**src/rtl/iq_pkg.sv**
```systemverilog
// Issue queue shared definitions: entry format, field positions, slot record
// and the CDB snoop helper used for both resident and dispatching entries.
// Optional feature macro: IQ_AGE_SELECT_EN (adds per-slot age for oldest-first select).
package iq_pkg;

  localparam int ENTRY_W      = 139;
  localparam int TAG_W        = 6;
  // Age width is sized for the default depth of 8 entries.
  localparam int IQ_DEPTH_DEF = 8;
  localparam int AGE_W        = $clog2(IQ_DEPTH_DEF);

  localparam int FUNCT3_MSB  = 138;
  localparam int FUNCT3_LSB  = 136;
  localparam int FUNCT7_MSB  = 135;
  localparam int FUNCT7_LSB  = 129;
  localparam int OPCODE_MSB  = 128;
  localparam int OPCODE_LSB  = 122;
  localparam int PRD_MSB     = 121;
  localparam int PRD_LSB     = 116;
  localparam int PRS1_MSB    = 115;
  localparam int PRS1_LSB    = 110;
  localparam int RS1V_MSB    = 109;
  localparam int RS1V_LSB    = 78;
  localparam int PRS2_MSB    = 77;
  localparam int PRS2_LSB    = 72;
  localparam int RS2V_MSB    = 71;
  localparam int RS2V_LSB    = 40;
  localparam int IMM_MSB     = 39;
  localparam int IMM_LSB     = 8;
  localparam int ROB_MSB     = 7;
  localparam int ROB_LSB     = 2;
  localparam int FU_SEL_MSB  = 1;
  localparam int FU_SEL_LSB  = 0;

  typedef struct packed {
    logic               valid;
    logic               rs1_rdy;
    logic               rs2_rdy;
`ifdef IQ_AGE_SELECT_EN
    logic [AGE_W-1:0]   age;
`endif
    logic [ENTRY_W-1:0] payload;
  } iq_slot_t;

  // Returns {ready, value} for one operand after looking at both CDB ports;
  // port 0 has precedence when both carry the awaited tag.
  function automatic logic [32:0] snoop(
    input logic             rdy,
    input logic [TAG_W-1:0] tag,
    input logic [31:0]      val,
    input logic             c0_valid,
    input logic [TAG_W-1:0] c0_tag,
    input logic [31:0]      c0_value,
    input logic             c1_valid,
    input logic [TAG_W-1:0] c1_tag,
    input logic [31:0]      c1_value
  );
    if (rdy)                           return {1'b1, val};
    if (c0_valid && (c0_tag == tag))   return {1'b1, c0_value};
    if (c1_valid && (c1_tag == tag))   return {1'b1, c1_value};
    return {1'b0, val};
  endfunction

endpackage

```
**src/rtl/iq_select.sv**
```systemverilog
// Two-winner picker: grant0 is the highest-priority eligible slot, grant1 the
// next one. Priority is lowest index, or highest age when IQ_AGE_SELECT_EN is set.
module iq_select
  import iq_pkg::*;
#(
  parameter int N = 8
) (
  input  logic [N-1:0]       eligible,
`ifdef IQ_AGE_SELECT_EN
  input  logic [N*AGE_W-1:0] ages,
`endif
  output logic [N-1:0]       grant0,
  output logic [N-1:0]       grant1
);

`ifdef IQ_AGE_SELECT_EN
  function automatic logic [N-1:0] pick_oldest(input logic [N-1:0] e,
                                               input logic [N*AGE_W-1:0] a);
    logic [N-1:0]     g;
    logic [AGE_W-1:0] best;
    logic             found;
    g     = '0;
    best  = '0;
    found = 1'b0;
    for (int i = 0; i < N; i++) begin
      if (e[i] && (!found || (a[i*AGE_W +: AGE_W] > best))) begin
        g     = '0;
        g[i]  = 1'b1;
        best  = a[i*AGE_W +: AGE_W];
        found = 1'b1;
      end
    end
    return g;
  endfunction

  assign grant0 = pick_oldest(eligible, ages);
  assign grant1 = pick_oldest(eligible & ~grant0, ages);
`else
  logic [N-1:0] rest;

  // Isolate lowest set bit, then repeat on what remains.
  assign grant0 = eligible & (~eligible + N'(1));
  assign rest   = eligible & ~grant0;
  assign grant1 = rest & (~rest + N'(1));
`endif

endmodule

```
**src/rtl/issue_queue.sv**
```systemverilog
// Out-of-order issue queue: dispatch into the lowest free slot, CDB wakeup of
// waiting operands, dual issue of ready entries to two functional units.
// Optional feature macro: IQ_AGE_SELECT_EN (oldest-first select instead of slot index).
module issue_queue
  import iq_pkg::*;
#(
  parameter int IQ_DEPTH = 8
) (
  input  logic                          clk,
  input  logic                          rst,
  input  logic                          flush,
  input  logic                          dispatch_valid,
  input  logic [ENTRY_W-1:0]            dispatch_entry,
  input  logic                          dispatch_rs1_ready,
  input  logic                          dispatch_rs2_ready,
  output logic                          iq_full,
  output logic [$clog2(IQ_DEPTH+1)-1:0] iq_count,
  input  logic                          cdb0_valid,
  input  logic [TAG_W-1:0]              cdb0_tag,
  input  logic [31:0]                   cdb0_value,
  input  logic                          cdb1_valid,
  input  logic [TAG_W-1:0]              cdb1_tag,
  input  logic [31:0]                   cdb1_value,
  output logic [ENTRY_W-1:0]            fu0_entry,
  output logic [ENTRY_W-1:0]            fu1_entry,
  output logic                          fu0_enable,
  output logic                          fu1_enable
);

  localparam int CW    = $clog2(IQ_DEPTH+1);
  localparam int IDX_W = $clog2(IQ_DEPTH);

  iq_slot_t            slot_q [IQ_DEPTH];
  iq_slot_t            slot_d [IQ_DEPTH];
  iq_slot_t            new_slot;
  logic [IQ_DEPTH-1:0] elig, grant0, grant1, issued;
  logic [CW-1:0]       count_q;
  logic [IDX_W-1:0]    free_idx;
  logic                disp_fire;
  logic [ENTRY_W-1:0]  sel0, sel1;
`ifdef IQ_AGE_SELECT_EN
  logic [IQ_DEPTH*AGE_W-1:0] ages;
`endif

  function automatic iq_slot_t wake_slot(input iq_slot_t s);
    iq_slot_t    w;
    logic [32:0] r;
    w = s;
    r = snoop(s.rs1_rdy, s.payload[PRS1_MSB:PRS1_LSB], s.payload[RS1V_MSB:RS1V_LSB],
              cdb0_valid, cdb0_tag, cdb0_value, cdb1_valid, cdb1_tag, cdb1_value);
    w.rs1_rdy = r[32];
    w.payload[RS1V_MSB:RS1V_LSB] = r[31:0];
    r = snoop(s.rs2_rdy, s.payload[PRS2_MSB:PRS2_LSB], s.payload[RS2V_MSB:RS2V_LSB],
              cdb0_valid, cdb0_tag, cdb0_value, cdb1_valid, cdb1_tag, cdb1_value);
    w.rs2_rdy = r[32];
    w.payload[RS2V_MSB:RS2V_LSB] = r[31:0];
    return w;
  endfunction

  assign iq_count  = count_q;
  assign iq_full   = (count_q == CW'(IQ_DEPTH));
  assign disp_fire = dispatch_valid && !iq_full && !flush;
  assign issued    = grant0 | grant1;

  // Eligibility and candidate payloads from registered state only.
  always_comb begin
    sel0 = '0;
    sel1 = '0;
    for (int i = 0; i < IQ_DEPTH; i++) begin
      elig[i] = slot_q[i].valid && slot_q[i].rs1_rdy && slot_q[i].rs2_rdy;
      if (grant0[i]) sel0 = sel0 | slot_q[i].payload;
      if (grant1[i]) sel1 = sel1 | slot_q[i].payload;
`ifdef IQ_AGE_SELECT_EN
      ages[i*AGE_W +: AGE_W] = slot_q[i].age;
`endif
    end
    sel0[FU_SEL_MSB:FU_SEL_LSB] = 2'd0;
    sel1[FU_SEL_MSB:FU_SEL_LSB] = 2'd1;
  end

  iq_select #(.N(IQ_DEPTH)) u_select (
    .eligible (elig),
`ifdef IQ_AGE_SELECT_EN
    .ages     (ages),
`endif
    .grant0   (grant0),
    .grant1   (grant1)
  );

  // Lowest-index slot that was free before this edge.
  always_comb begin
    free_idx = '0;
    for (int i = IQ_DEPTH-1; i >= 0; i--) begin
      if (!slot_q[i].valid) free_idx = IDX_W'(i);
    end
  end

  // Next slot state: wakeup, free on issue, age upkeep, then the new dispatch.
  always_comb begin
    new_slot         = '0;
    new_slot.valid   = 1'b1;
    new_slot.rs1_rdy = dispatch_rs1_ready;
    new_slot.rs2_rdy = dispatch_rs2_ready;
    new_slot.payload = dispatch_entry;
    for (int i = 0; i < IQ_DEPTH; i++) begin
      slot_d[i] = wake_slot(slot_q[i]);
      if (issued[i]) slot_d[i].valid = 1'b0;
`ifdef IQ_AGE_SELECT_EN
      // Age counts younger resident entries, so it stays below IQ_DEPTH.
      if (slot_q[i].valid && disp_fire) slot_d[i].age = slot_d[i].age + AGE_W'(1);
      for (int j = 0; j < IQ_DEPTH; j++) begin
        if (issued[j] && (slot_q[j].age < slot_q[i].age))
          slot_d[i].age = slot_d[i].age - AGE_W'(1);
      end
`endif
    end
    if (disp_fire) slot_d[free_idx] = wake_slot(new_slot);
  end

  // State, occupancy and issue registers; reset and flush both squash everything.
  always_ff @(posedge clk) begin
    if (rst || flush) begin
      for (int i = 0; i < IQ_DEPTH; i++) slot_q[i].valid <= 1'b0;
      count_q    <= '0;
      fu0_enable <= 1'b0;
      fu1_enable <= 1'b0;
      if (rst) begin
        fu0_entry <= '0;
        fu1_entry <= '0;
      end
    end else begin
      for (int i = 0; i < IQ_DEPTH; i++) slot_q[i] <= slot_d[i];
      count_q    <= count_q + CW'(disp_fire) - CW'(|grant0) - CW'(|grant1);
      fu0_enable <= |grant0;
      fu1_enable <= |grant1;
      if (|grant0) fu0_entry <= sel0;
      if (|grant1) fu1_entry <= sel1;
    end
  end

endmodule

```
**config.mk**
```make
export PLATFORM = sky130hd
export DESIGN_NAME = issue_queue
export DESIGN_NICKNAME = d
export VERILOG_FILES = /design/src/rtl/iq_pkg.sv /design/src/rtl/iq_select.sv /design/src/rtl/issue_queue.sv
export SDC_FILE = /design/constraint.sdc
export NUM_CORES = 2
export LEC_CHECK = 0
export BUFFER_PORTS_ARGS = -buffer_cell sky130_fd_sc_hd__buf_4
export CORE_MARGIN = 2
export CORE_UTILIZATION = 41
export CTS_CLUSTER_DIAMETER = 80
export DETAILED_ROUTE_END_ITERATION = 8
export SYNTH_ARGS = -nofsm -noshare
export SYNTH_HDL_FRONTEND = slang
export SYNTH_SLANG_ARGS = --single-unit
```
**constraint.sdc**
```tcl
create_clock -name clk -period 23.7 [get_ports clk]
set_input_delay 3.555 -clock clk [delete_from_list [all_inputs] [get_ports clk]]
set_output_delay 3.555 -clock clk [all_outputs]
set_load 0.01 [all_outputs]
```
# Word level (Yosys, flattened, before mapping)
# Memory sizes are Yosys's and may differ from the RTL's.
# Cells that the tools add are included.
# Widths: inputs -> output; s select.
# totals
register_bits	284
mem_bits_rw	1136
input_bits	223
output_inout_bits	285
wordCells	421
n_memories	1
# memory_table
memory	words	word_bits	rd	rd_ports_with_merged_regs	write_ports	line_no	text
slot_q	8	142	8	0	8	issue_queue.sv:33	iq_slot_t slot_q [IQ_DEPTH];
# op_classes
add_sub_neg	5
magnitude_cmp	2
eq_ne	38
n_mux	276
bitwise	30
n_reduce_logical	64
# ops
operator	n
$mux 33	110
$mux 139	21
$or 139x139->139	14
$bwmux 1136	1
$mux 1136	1
$demux 142 s3	1
$eq 6x6->1	36
$mux 142	1
$mux 1	133
$logic_and 1x1->1	55
$and 8x8->8	3
$mux 3	8
$not 8->8	3
$add 8x1->8 const B	2
$reduce_or 8->1	2
$or 1x1->1	8
$or 8x8->8	1
$sub 4x1->4	2
$add 4x1->4	1
$eq 4x4->1 const B	1
$ge 4x4->1 const B	1
$lt 4x1->1 const B	1
$not 3->4	1
$reduce_and 2->1	2
4 further kinds	6

# Depth between registers and ports, before layout
# An unclocked memory read counts as a cell.
# logic_depth
ltp_word	28
depth_mapped	16

# Cells and area by module
# A second synthesis with hierarchy kept.
# hier_totals
hier_cells	7430
hier_area_um2	79934.2
# modules_own_cells
mod	n_inst	cells_per_inst	area_each_um2	seq_area_each_um2
issue_queue	1	7389	79657.6	41930.2
iq_select	1	41	276.5	0.0

# Worst setup path after synthesis
# Ideal clock, no wire load.
# synth_timing
path_kind	input to register
start	input port flush
end	register fu1_entry[0], data pin
setup_time_ps	2325
arrival_ps	14344
required_time_ps	21375
path_slack_ps	7031
cell_stages	4
n_path_buf	2
path_cell_list	or2_2 > clkbuf_1 > clkbuf_1 > inv_1
# synth_between
elab_chain_len	2
# synth_lines
element	line_no	text
start: declaration	issue_queue.sv:11	input logic flush,
$logic_or 1x1->1	issue_queue.sv:122	if (rst || flush) begin
$mux 139	issue_queue.sv:122	
end signal: assignment	issue_queue.sv:137	if (|grant1) fu1_entry <= sel1;
end: declaration	issue_queue.sv:25	output logic [ENTRY_W-1:0] fu1_entry,
# No other way between the ends.
# A chain may end at the register's enable or synchronous reset.

==> metrics.txt <==
worst hold endpoint slot_q[0][567]; Synth area leader edfxtp_1; IO Pins 508; Max-Slew Margin vs Limit 10.3%; pin count of the biggest net entering global routing 139; area delta synth->final 14.0%; grt total ovfl 0; final period utilization 32.2%; Max Clk Rate 131 MHz; crit-path max FO 124; CTS Sinks 1,401; Synth Register Bits 1,401; top-area cell type share of the netlist area 56.2%; Num CTS Buffers 164; die area 184,000 um2; reg-to-reg endpoint fu1_entry[79]; status finished, violations left; total power 0.00587 W; sum of negative setup slack 0 ns; maximum VDD drop 0.0690 mV; max incr delay on CP 0.96 ns; Nets 6,583; row cnt 156; required time worst endpoint 24.14 ns; Vias 63,700; crit path DAT 8.07 ns; die width 429 um; synth top area cells edfxtp_1 56%, o22a_1 5.2%, o221ai_1 3.7%; clock share of power 45.5%; Hold Startpoint slot_q[0][567]; CP most frequent cell buf_4; Pre-antenna DRT Iters 9; Comb pwr share 6.3%; final hold viol count 0; pwr/cell area 69.4 nW/um2; crit path cell chain buf_4 > or2_4 > inv_8 > buf_4 > buf_4 > buf_4; gr usage total 33.0%; most common cell in the netlist edfxtp_1; R2R Path Start slot_q[0][565]; Tmin final 7.63 ns; Synth Cell Area 74,100 um2; Worst setup SP type input port; Worst path slowest cell buf_4; Reg clk slew, reported paths 0.07 ns; Min-Delay Path Class reg2reg; Psw 0.00141 W; # hold bufs at CTS 0; GP Congestion 0.883; per-cell routed wire length 35.7 um; kind of critical path in2reg; Synth async-reset ratio 0%; RSZ-0062 raised after global routing false; EDFF count, synth 1,387; core footprint 180,000 um2; Worst Tran Pin Value 1.34 ns; crit path capture type flip-flop; port bufs 502; FF-to-FF path depth 8; Root Driver clkbuf_16; Syn. warnings 0; Final HPWL DP 170 mm; MaxCap Viol Count 0; post-route DRC violation count 4; R2R setup slack 17.38 ns; Initial Util 41.2%; H-tree Lvls 4; first-pass GRT wire length 445 mm; DR iter-0 viols 11,300; post-synth cell types 71; final setup fails 0; Worst-Skew Late Latency 0.87 ns; Main synth FF type edfxtp_1; leak pwr 25.0 nW; register share of total power 48.2%; Total Wirelength 317 mm; Vias/cell 7.18; number of global-route vias before repair 61,500; CTS tree yes; ratio of cells with drive above 1 in the final layout 15.9%; post-layout util 46.9%; Die Span Y 429 um; Max Slew Vio Count 0; mean post-synth cell area 11.7 um2; Worst Skew 0.0628 ns; number of antenna-violating nets in the routed design 0; initial antenna violation count 22; hold path cells 2; Mapped Cells 6,348; Synth top cells by count 1,387 x edfxtp_1, 571 x nand2_1, 465 x clkbuf_1; failing checks design-rule violations; Bufs on Longest Clock Path 3; post_cts resized 0; switching portion of total power 24.1%; Setup Buffers After CTS 0; sequential cell area fraction in the yosys report 56.6%; Cell Int Power 0.00445 W
==> worst max path at each step <==
stage | start | to | slack, ns | depth (start not counted)
floorplan | flush | fu1_entry[0] | 7.03 | 4
global placement | rst | slot_q[0][203] | 15.28 | 6
detailed placement | rst | slot_q[0][208] | 15.26 | 6
CTS | rst | slot_q[1][65] | 16.14 | 6
global route | rst | slot_q[1][490] | 15.94 | 6
finish | rst | slot_q[1][65] | 16.07 | 6
==> worst max-delay path, delay by kind of cell <==
kind                   cells  cell delay, ns
buffers and inverters      5            3.77
and+or+nand+nor            1            0.52
==> logic make-up after synthesis <==
| family | count (synthesis) | share of synthesized area [%] |
|---|---|---|
| AOI/OAI and AO/OA | 2672 | 27.3 |
| xor gates and xnor gates | 219 | 2.61 |
| adders and majority gates | 7 | 0.135 |
| buffers and inverters | 827 | 4.86 |
| DFF | 1401 | 56.6 |
| muxes | 172 | 2.32 |
| other | 1 | 0.00506 |
| and+or+nand+nor | 1049 | 6.20 |
==> cell usage in the layout, fill, tap and decap left out, types with 137 or more instances in the layout <==
master	instances
edfxtp_1	1387
nand3_1	163
o21ai_1	378
mux2i_1	172
clkbuf_16	165
nand2_1	566
o22a_1	439
o221ai_1	311
o21ai_0	277
a221oi_1	204
buf_4	646
a222oi_1	137
nor2_1	171
a22oi_1	144
a31oi_1	199
==> stage by stage <==
stage / worst slack [ns] / hold WS, ns / instance area, um2 / instances
after floorplan: 7.03 / 0.484 / 74200 / 6350
after global placement: 15.28 / 0.502 / 78900 / 8558
after detailed placement: 15.26 / 0.519 / 78900 / 8558
after CTS: 16.14 / 0.526 / 84500 / 8860
after global routing: 15.94 / 0.587 / 84500 / 8863
final: 16.07 / 0.538 / 84500 / 8868
==> power groups by stage <==
| stage | logic (W) | clock network (W) | registers [W] |
|---|---|---|---|
| after floorplan | 0.000192 | 0 | 0.00290 |
| after global placement | 0.000354 | 0 | 0.00288 |
| after detailed placement | 0.000360 | 0 | 0.00288 |
| after CTS | 0.000361 | 0.00269 | 0.00283 |
| after global routing | 0.000385 | 0.00278 | 0.00283 |
| final | 0.000369 | 0.00267 | 0.00283 |
==> cell type report <==
class / instances / area (um2)
fillers: 16000 / 95600
flip-flops and latches: 1401 / 41900
multi-input cells: 4122 / 29000
repair buffers: 648 / 4890
clock buffers: 191 / 4230
well taps: 2370 / 2970
clock inverters: 111 / 1400
inverters: 17 / 71.3
diodes: 8 / 20.0
==> layer usage <==
metal	vias up	track usage (%)	routed length, um
met1	31400	41.5	114000
met3	1138	9.89	41200
met4	28	20.5	21600
met5	-	0	175
li1	26000	-	-
met2	5197	49.8	140000
No activity file was read; power rests on OpenSTA's default activity.
